### config.mk
export PLATFORM = sky130hd
export DESIGN_NAME = gps_pps_qualifier
export DESIGN_NICKNAME = d
export VERILOG_FILES = /design/src/rtl/gps_pps_qualifier.sv
export SDC_FILE = /design/constraint.sdc
export NUM_CORES = 1
export LEC_CHECK = 0
export CAP_MARGIN = 20
export CORE_MARGIN = 4
export CORE_UTILIZATION = 45
export CTS_CLUSTER_DIAMETER = 100
export DETAILED_ROUTE_END_ITERATION = 6
export GPL_TIMING_DRIVEN = 0
export HOLD_SLACK_MARGIN = 0.02
export PLACE_DENSITY = 0.66
export SYNTH_ARGS = -nofsm -noshare
export SYNTH_HDL_FRONTEND = slang
export SYNTH_SLANG_ARGS = --single-unit
### constraint.sdc
create_clock -name system_clk -period 3.1 [get_ports system_clk]
set_clock_uncertainty 0.1 [all_clocks]
set_input_delay 0.465 -clock system_clk [delete_from_list [all_inputs] [get_ports system_clk]]
set_output_delay 0.465 -clock system_clk [all_outputs]
set_load 0.01 [all_outputs]
### src/rtl/gps_pps_qualifier.sv
// GPS PPS qualifier: synchronises the raw pulse, measures edge-to-edge intervals
// against a nominal window, and emits a strobe only for acceptable pulses.
module gps_pps_qualifier #(
  parameter int SYNC_STAGES   = 2,
  parameter int NOMINAL_COUNT = 10000000,
  parameter int TOLERANCE     = 2000,
  parameter int COUNT_WIDTH   = 28,
  parameter int LOCK_PULSES   = 3
) (
  input  logic                   system_clk,
  input  logic                   reset,
  input  logic                   gps_pulse,
  input  logic                   clear_flags,
  output logic                   pulse_strobe,
  output logic                   pulse_in_window,
  output logic                   locked,
  output logic                   missing_pulse,
  output logic                   spurious_pulse,
  output logic [COUNT_WIDTH-1:0] last_interval
);

  localparam logic [COUNT_WIDTH-1:0] WIN_LO  = COUNT_WIDTH'(NOMINAL_COUNT - TOLERANCE);
  localparam logic [COUNT_WIDTH-1:0] WIN_HI  = COUNT_WIDTH'(NOMINAL_COUNT + TOLERANCE);
  localparam logic [COUNT_WIDTH-1:0] MISS_AT = COUNT_WIDTH'(NOMINAL_COUNT + TOLERANCE + 1);
  localparam logic [COUNT_WIDTH-1:0] CNT_ONE = {{(COUNT_WIDTH-1){1'b0}}, 1'b1};
  localparam logic [COUNT_WIDTH-1:0] CNT_MAX = {COUNT_WIDTH{1'b1}};
  localparam logic [3:0]             LOCK_N  = 4'(LOCK_PULSES);

  typedef enum logic [0:0] {
    ACQUIRE = 1'b0,
    TRACK   = 1'b1
  } state_t;

  state_t                 state_r;
  logic [SYNC_STAGES-1:0] sync_r;
  logic [SYNC_STAGES-1:0] valid_r;
  logic                   prev_r;
  logic                   armed_r;
  logic [COUNT_WIDTH-1:0] cnt_r;
  logic [3:0]             good_r;

  logic                   edge_s;
  logic                   in_window_s;
  logic                   timeout_s;
  logic [COUNT_WIDTH-1:0] cnt_inc_s;
  logic [3:0]             good_inc_s;

  // Synchroniser and edge-detect flop; armed_r blocks edges until a real low sample
  // has been seen, so a pin already high at reset release never produces an edge.
  always_ff @(posedge system_clk or posedge reset) begin
    if (reset) begin
      sync_r  <= '0;
      valid_r <= '0;
      prev_r  <= 1'b0;
      armed_r <= 1'b0;
    end else begin
      sync_r  <= {sync_r[SYNC_STAGES-2:0], gps_pulse};
      valid_r <= {valid_r[SYNC_STAGES-2:0], 1'b1};
      prev_r  <= sync_r[SYNC_STAGES-1];
      armed_r <= armed_r | (valid_r[SYNC_STAGES-1] & ~sync_r[SYNC_STAGES-1]);
    end
  end

  // Edge detection, window compare and saturating increments.
  always_comb begin
    edge_s      = armed_r & sync_r[SYNC_STAGES-1] & ~prev_r;
    in_window_s = (cnt_r >= WIN_LO) && (cnt_r <= WIN_HI);
    timeout_s   = (cnt_r >= MISS_AT);
    if (cnt_r == CNT_MAX) begin
      cnt_inc_s = cnt_r;
    end else begin
      cnt_inc_s = cnt_r + CNT_ONE;
    end
    if (good_r >= LOCK_N) begin
      good_inc_s = LOCK_N;
    end else begin
      good_inc_s = good_r + 4'd1;
    end
  end

  // Qualification FSM with interval counter, lock tracking and sticky flags.
  always_ff @(posedge system_clk or posedge reset) begin
    if (reset) begin
      state_r         <= ACQUIRE;
      cnt_r           <= '0;
      good_r          <= 4'd0;
      pulse_strobe    <= 1'b0;
      pulse_in_window <= 1'b0;
      locked          <= 1'b0;
      missing_pulse   <= 1'b0;
      spurious_pulse  <= 1'b0;
      last_interval   <= '0;
    end else begin
      pulse_strobe    <= 1'b0;
      pulse_in_window <= 1'b0;
      cnt_r           <= cnt_inc_s;
      // Clearing is applied first so a flag set later in this cycle wins.
      missing_pulse   <= missing_pulse & ~clear_flags;
      spurious_pulse  <= spurious_pulse & ~clear_flags;
      case (state_r)
        ACQUIRE: begin
          if (edge_s) begin
            pulse_strobe <= 1'b1;
            cnt_r        <= CNT_ONE;
            state_r      <= TRACK;
          end else begin
            state_r      <= ACQUIRE;
          end
        end
        TRACK: begin
          if (timeout_s) begin
            missing_pulse <= 1'b1;
            good_r        <= 4'd0;
            locked        <= 1'b0;
            state_r       <= ACQUIRE;
          end else if (edge_s && in_window_s) begin
            pulse_strobe    <= 1'b1;
            pulse_in_window <= 1'b1;
            last_interval   <= cnt_r;
            good_r          <= good_inc_s;
            locked          <= locked | (good_inc_s == LOCK_N);
            cnt_r           <= CNT_ONE;
          end else if (edge_s) begin
            // Early edge: ignored for timing, counter keeps running from the last good edge.
            spurious_pulse <= 1'b1;
            good_r         <= 4'd0;
            locked         <= 1'b0;
          end else begin
            state_r <= TRACK;
          end
        end
        default: begin
          state_r <= ACQUIRE;
          good_r  <= 4'd0;
          locked  <= 1'b0;
        end
      endcase
    end
  end

endmodule

# After elaboration in Yosys (flattened, before gate mapping)
# Cells that the tools add are included.
# totals
input_bits	4
out_inout_bits	33
regBits	72
# classes
n_lt_le_gt_ge	4
eq_ne	2
bitwise	12
muxes	25
n_addsub	2
n_reduce_logical	5
# ops
op	n
$mux W28	4
$ge A28 B24 Y1 const B	2
$pmux W28 S2	1
$add A28 B1 Y28 const B	1
$eq A28 B28 Y1 const B	1
$le A28 B24 Y1 const B	1
$mux W4	4
$mux W1	14
$and A1 B1 Y1	5
$not A1 Y1	5
$add A4 B1 Y4 const B	1
$eq A4 B2 Y1 const B	1
$ge A4 B2 Y1 const B	1
$pmux W1 S2	2
$reduce_and A3 Y1	1
$reduce_bool A3 Y1	1
$logic_and A1 B1 Y1	2
$or A1 B1 Y1	2
$reduce_and A2 Y1	1

# Depth between registers and ports, before layout
# Gate-level depths: netlist of the first run.
# depth
depth_word	6
mapped_depth	10
ltp_nobuf	8

# Worst setup path before layout of the first run
# Ideal clock, no wire load.
# synth_timing
path_type	register to register
from	register cnt_r[24]
to	register last_interval[10]
stages_incl_launch_ff	8
slack_ns	0.731
setup_time_ns	0.125
arrival_time_ns	2.144
period_less_slack_ns	2.369
required_time_ns	2.875
cell_sequence	dfrtp_1 or4_4 a2111o_1 and2_1 buf_6 nand3_4 buf_12 mux2_4
# synth_between
elab_chain_len	4
# synth_lines
item	line_no	rtl
start: declaration	39	logic [COUNT_WIDTH-1:0] cnt_r;
start signal: assignment	96	cnt_r <= cnt_inc_s;
$ge A28 B24 Y1 or $le A28 B24 Y1 (tied branches)	67	in_window_s = (cnt_r >= WIN_LO) && (cnt_r <= WIN_HI);
$logic_and A1 B1 Y1	67	
$logic_and A1 B1 Y1	116	end else if (edge_s && in_window_s) begin
$reduce_and A3 Y1 (no source line) (*)	n/a	
end signal: assignment	119	last_interval <= cnt_r;
end: declaration	19	output logic [COUNT_WIDTH-1:0] last_interval
# Every way passes the cells marked *; elsewhere a longest branch is shown, timed or not.
# A chain may end at the register's enable or synchronous reset.

# Worst setup path after layout of the first run
# layout_timing
from	register cnt_r[1]
to	register cnt_r[17]
# layout_between
elab_chain_len	6
# layout_lines
item	line_no	rtl
$ge A28 B24 Y1 or $le A28 B24 Y1 (tied branches)	67	
$logic_and A1 B1 Y1	67	
$logic_and A1 B1 Y1	116	
$mux W28	116	
$mux W28	111	if (timeout_s) begin
$pmux W28 S2 (*)	100	case (state_r)
# Marked as above.

==> results of run 1 <==
[per-stage QoR]
stage,instances,hold slack [ns],util [%]
global route,472,0.268,56.0
CTS,472,0.257,56.0
finish,472,0.251,56.0
floorplan,321,0.231,-
detailed placement,456,0.237,53.6
global placement,456,0.232,53.5
[area by class of cell]
class	instances	area (um2)
Fill cell	666	3220
Sequential cell	72	1800
Multi-Input combinational cell	225	1500
Timing Repair Buffer	36	360
Clock buffer	10	138
Tap cell	99	124
Buffer	12	88.8
Inverter	12	47.5
Clock inverter	6	42.5
[synthesized netlist by cell type, drive strengths merged, types with 3 or more instances]
cell,number
xor2,10
mux2i,3
inv,12
nor2b,3
a21oi,6
nor2,38
nand3,26
nor3,7
or2,3
and3,6
nand2b,5
nand2,15
or3,3
o22ai,3
dfrtp,72
a211oi,3
ha,4
xnor2,11
o21ai,8
and2,14
mux2,13
nand4,10
nor4,6
buf,11
[kinds of logic after synthesis]
| group | synth area share [%] |
|---|---|
| other | 0.109 |
| DFF | 52.4 |
| adders and majority gates | 1.46 |
| buffers and inverters | 3.89 |
| muxes | 6.55 |
| xor gates and xnor gates | 5.35 |
| AOI/OAI and AO/OA | 6.66 |
| and+or+nand+nor | 23.6 |
[state kept, by name, indices dropped and copies added (netlist names)]
name and flops:
cnt_r 28, missing_pulse 1, spurious_pulse 1, locked 1, state_r 1, last_interval 28, good_r 4, valid_r 2
pulse_strobe 1, pulse_in_window 1, prev_r 1, sync_r 2, armed_r 1
[metal layers]
metal  vias to the layer above  part of all wire, %  GRT usage (%)
li1                       1219                    -              -
met5                         -                    0              0
met1                      1151                   50           23.5
met3                        12                  4.7           3.47
met4                         0                  2.3           7.70
met2                        60                   43           22.9
[power breakdown]
group	switching [mW]	internal (mW)
Sequential	0.0549	0.988
Clock	0.357	0.313
Combinational	0.141	0.0967
[worst max path at each step]
stage	slack, ns	endpoint	cells past startpoint
2_1_floorplan	0.71	armed_r	1
3_3_place_gp	-0.43	cnt_r[14]	2
3_5_place_dp	0.48	cnt_r[14]	9
4_1_cts	0.44	cnt_r[13]	9
5_1_grt	0.18	cnt_r[3]	7
6_report	0.47	cnt_r[17]	9
==> run summary, run 1 <==
The share of the Yosys chip area taken by registers is 52.4%. With fillers left out, the area of the finished cells amounts to 4110 um2. For this design the top-level I/O count stands at 37. Initial antenna violation count: 0. Detailed routing inserted a total of 2,442 vias.

The flow ran to the end, and the final reports show no timing, DRC or antenna violations. The final routed wire length divided by cell count was 14.1 um. In this run the critical register-to-register path is launched from cnt_r[1].

The share of the cycle needed by the critical path after routing works out to 84.8%. The signal on the critical path passes through inv_1 > ha_1 > or4b_1 > nand4_1 > a2111o_1 > nand3_1 > o21ai_2 > buf_2 > nor2_1. The tool flagged a number of max-cap violations equal to 0.

Among all flip-flop cells after synthesis, the most frequent one is dfrtp_1. The number of nets in the synthesized netlist is 329. In this run the clock root is driven by a clkbuf_8. Adding up every negative setup slack in the final design gives 0 ns. Counting flops with a built-in enable in the synthesized netlist gives 0. For the worst setup path, the data arrival time is 2.76 ns.

The run gives 0 as the count of final max-slew check failures. The total congestion overflow was 0; the starting DRC count in detailed routing was 123. The run gives 3 as the H-tree depth. The top achievable clock speed came out at 380 MHz. In this run the critical register-to-register path is captured at cnt_r[17].

Number of remaining DRC errors: 0. The die is 95.4 um wide. After synthesis, the largest area contributor takes up 52.4% of total cell area.

The share of cells above drive strength 1 came out at 13.1%. The cell area that synthesis handed to floorplanning was 3440 um2. The kind of end point of the critical path was a flop.

The placed wire-length estimate after detailed placement was 4.62 mm. The leading cell type in the layout, fill and taps excluded was dfrtp_1. The total area inside the core boundary comes to 7330 um2.

The count of buffers added on input and output ports is 36. Broken down by cell family, the worst path's largest delay share belongs to simple AND/OR/NAND/NOR gates. The final wirelength is 6.66 mm, and the count of hold-fix buffers inserted at cts is 0.

The largest incremental delay on the critical path works out to 0.47 ns. Entering global routing, the biggest net connects 73 pins. The run gives 0.47 ns as the slack of the worst reg-to-reg path. The final layout contains 376 nets. After layout, the worst setup slack is 0.470 ns. The count of unique library cells instantiated by Yosys is 53, and the first-pass detailed-route iteration total is 4. The worst hold path passes through 0 cells. Yosys printed 0 warnings. For this run, asynchronously set or reset flops after synthesis account for 100%. The number of cells traversed by the worst register-to-register path was 9; the final estimated routing congestion in global placement was 0.844. Headroom to the max-slew limit came out at 43.1%. The launching instance or port of the critical path is cnt_r[1]. The worst-case IR drop observed on VDD is 244 uV. At the pin with the least slew margin, the transition time is 0.854 ns. The tools report the overall routing resource usage as 16.2%. Together, buffers and inverters on the worst path number 2.

The type of the tightest min-delay check is reg -> reg. The clock sink count was 72; the average cell area after synthesis was 10.7 um2. The library cells used most frequently in the layout, excluding fill and tap cells, are 72 x dfrtp_1, 38 x nor2_1, 36 x clkdlybuf4s50_1.

The tools report the kind of start point of the critical path as a flop. The register bit total from synthesis came out at 72. The slowest stage of the critical path is the or4b_1 cell. The number of setup violations in the final report was 0; the clock transition at the register clock pins on the worst setup and hold paths after CTS was 0.08 ns. In this run the vertical extent of the chip is 95.4 um.

At the later pin of the worst-skew pair, clock insertion delay measures 0.35 ns. Synthesis produced a netlist whose cell count is 321. The final count of hold timing violations was 0; the post-CTS setup-driven buffer insertion count was 0.

The run gives 2 as the worst-case clock buffer depth. In this run the power density over the cells is 475 nW/um2. The floorplan row count was 31; the placed standard-cell area was 3930 um2.

Compared with the post-synthesis result, the final layout area differs by 19.4%. At the placement stage, the worst setup path has a slack of 0.480 ns. The start point of the worst hold path is valid_r[0].

For hold timing, the worst endpoint is valid_r[1]. The first-pass GRT wire length came out at 11.3 mm. The critical path is of the reg -> reg type. Sorting the synthesized cells by area gives the leading types as dfrtp_1 52%, mux2_4 5.7%, nor2_1 4.1%.

For this design the static power due to leakage is 1.88 nW. The antenna diode count is 0, and the post-detailed-route count of antenna-violating nets is 0. The clock period minus final worst setup slack works out to 2.63 ns. The maximum fanout count along the critical path was 10; the via count normalized by instance count was 5.17. The number of resized instances in the post-cts repair step is 0, and the clock buffer count from CTS is 9. The largest total area in the synthesized netlist belongs to dfrtp_1. The die covers 9110 um2. The via count of the first global-routing pass was 2,340. The completed layout was analyzed and its total power is 1.95 mW.

Endpoint required time on the critical path: 3.23 ns. TritonCTS built the clock tree. Setup repair after global routing left no endpoint under its margin.

The initial utilization of the core area, before any placement, comes to 46.9%.
Power figures use the tool's default switching activity.
==> run 2: changes to the inputs <==
--- a/config.mk
+++ b/config.mk
@@ -12,7 +12,7 @@
 export DETAILED_ROUTE_END_ITERATION = 6
 export GPL_TIMING_DRIVEN = 0
 export HOLD_SLACK_MARGIN = 0.02
-export PLACE_DENSITY = 0.66
+export PLACE_DENSITY = 0.68
 export SYNTH_ARGS = -nofsm -noshare
 export SYNTH_HDL_FRONTEND = slang
 export SYNTH_SLANG_ARGS = --single-unit
==> constraint.sdc (replaced) <==
create_clock -name system_clk -period 2.34 [get_ports system_clk]
set_clock_uncertainty 0.1 [all_clocks]
set_input_delay 0.351 -clock system_clk [delete_from_list [all_inputs] [get_ports system_clk]]
set_output_delay 0.351 -clock system_clk [all_outputs]
set_load 0.01 [all_outputs]
==> run summary, run 2 (synthesis results as in run 1) <==
The flow ran to the end, but the final reports show violations. The final reports fail on negative setup slack. The clock buffer count from CTS was 9 (unchanged). The transition time at the pin with the least slew margin was 0.859 ns (+0.00584 ns). The worst hold path belongs to the class reg -> reg.

The starting DRC count in detailed routing came out at 150 (+22%). In the layout the commonest cells are 66 x dfrtp_1, 38 x nor2_1, 36 x clkdlybuf4s50_1. The initial antenna violation count is 0 (unchanged). The H-tree depth is 3 (unchanged). Placed standard-cell area: 3930 um2 (about the same).

The vertical die dimension is 95.4 um (unchanged), and the top achievable clock speed is 416 MHz (+9.4%). Setup repair after global routing could not meet its margin everywhere. The via count of the first global-routing pass is 2,597 (+11%), and the via count normalized by instance count is 5.25 (+1.4%). The share of the cycle needed by the critical path after routing was 103% (+18 points); the clock sink count was 72 (unchanged). The total congestion overflow came out at 0 (unchanged). Endpoint required time on the critical path: 2.47 ns (-0.76 ns). The run gives 23.5% (-0.048 points) as the global-route met1 utilization. The number of setup violations in the final report is 39 (+39), and the count of non-filler cells in the finished layout is 493 (+4.4%).

The root buffer cell was clkbuf_8. The leakage dissipation is 2.03 nW (+7.7%), and the final critical-path setup slack is -0.0647 ns (-0.535 ns). Worst supply voltage drop on vdd: 421 uV (+72%). Post-layout net count: 397 (+5.6%). The kind of end point of the critical path is a flop.

The placed wire-length estimate after detailed placement is 4.73 mm (+2.4%). The tools report the final wirelength as 7.24 mm (+8.7%). The arrival time at the worst endpoint was 2.53 ns (-0.23 ns); the area of the die was 9110 um2 (unchanged). The tools report the total I/O pin count as 37 (unchanged). The total via count in the routed design is 2,586 (+5.9%), and the total power per unit cell area is 619 nW/um2 (+30%). The type of the setup path with the least slack was reg -> reg.

The met3 demand-to-capacity share in global routing is 4.10% (+0.63 points), and the final routed wire length divided by cell count is 14.7 um (+4.1%). The library cell used most frequently in the layout, excluding fill and tap cells, is dfrtp_1. The clock period minus final worst setup slack was 2.40 ns (-0.225 ns); the worst hold margin was 0.254 ns (+0.00287 ns).

The met2 global-route usage was 27.8% (+4.9 points); the first-pass detailed-route iteration total was 4 (unchanged). The tools report the antenna diode count as 0 (unchanged). For the floorplan row count, the log shows 31 (unchanged). The initial cell density of the core was 46.9% (unchanged); the clock latency reported for the late side of the worst-skew pair was 0.35 ns (about the same). The count of final max-slew check failures is 0 (unchanged), and the max-capacitance violation count is 0 (unchanged).

The number of remaining DRC errors came out at 0 (unchanged). For the first-pass GRT wire length, the log shows 12.4 mm (+9.3%). The tools report the final estimated routing congestion in global placement as 0.856 (+1.4%). For the overall routing resource usage, the log shows 17.7% (+1.5 points). The largest registers in the layout are cnt_r x28, last_interval x28, good_r x4. The maximum fanout count along the critical path works out to 5 (-5). The utilization after layout was 60.6% (+4.6 points); the clock transition at the register clock pins on the worst setup and hold paths after CTS was 0.08 ns (about the same). The layer carrying the most global-route usage was met2. The tools report the post-detailed-route count of antenna-violating nets as 0 (unchanged). Worst relative slew slack: 42.7% (-0.39 points). The worst setup path is launched from a flop.

The tools report the core outline area as 7330 um2 (unchanged). The tools report the final count of hold timing violations as 0 (unchanged). TritonCTS built the clock tree. The largest net degree at the start of global routing is 73 (unchanged), and the floorplan die width is 95.4 um (unchanged).

The area growth from synthesis to layout is 29.2%. For the final standard cell area without fillers, the log shows 4450 um2 (+8.3%). The number of buffer cells added on primary ports is 36 (unchanged), and the number of fillers in the final layout is 621 (-6.8%). The worst-case clock buffer depth is 2 (unchanged). The share of cells above drive strength 1 was 23.9% (+11 points); the number of instances in the placed design was 456 (unchanged).
## run 2: area by class of cell
cell class	count	area, um2	area share [%]
plain buffers	9	87.6	1.97
clock buffers	12	155	3.49
clock inverters	4	28.8	0.647
inverters	12	47.5	1.07
multi-input cells	225	1630	36.6
flip-flops and latches	72	1810	40.7
well taps	99	124	2.79
repair buffers	60	564	12.7
## run 2: timing repair
action / in CTS / in global routing
gates cloned: 1 / 0
setup buffers: 15 / 8
hold buffers: 0 / 0
resized for setup: 16 / 25
endpoints found under the setup margin: 55 / 62
pin swaps: 7 / 11
endpoints found under the hold margin: 0 / 0
## run 2: power by group
part	internal, mW	switching [mW]
Clock	0.443	0.461
Combinational	0.210	0.258
Sequential	1.31	0.0675
Total	1.96	0.787
## run 2: critical path, stage by stage (launching register included)
cell and delay (ns):
dfrtp_2 0.45, ha_4 0.17, or4b_4 0.52, nand4_1 0.08, a2111o_1 0.18, and2_4 0.17, nand3_4 0.13, buf_12 0.19
mux2_4 0.29
## run 2: final timing paths
check,from,endpoint,slack (ns),depth (start not counted)
max,cnt_r[0],last_interval[6],-0.06,8
min,sync_r[0],sync_r[1],0.25,0
max reg2reg,cnt_r[0],last_interval[6],-0.06,8
min reg2reg,sync_r[0],sync_r[1],0.25,0
max in group asynchronous,reset,cnt_r[9],1.08,2
min in group asynchronous,reset,pulse_in_window,0.42,2
## run 2: through the flow
step                worst slack, ns  TNS [ns]  power [mW]
floorplan                   0.00687         0        1.64
global placement              -1.06    -83.81        1.72
detailed placement           -0.310    -10.05        1.73
CTS                          -0.104     -3.22        2.72
global route                 -0.127     -5.02        2.90
finish                      -0.0647     -1.19        2.75
## run 2: layer usage
metal / vias up / share of wire [%]
li1: 1264 / -
met1: 1256 / 48
met2: 55 / 46
met3: 11 / 3.7
met4: 0 / 1.9
met5: - / 0
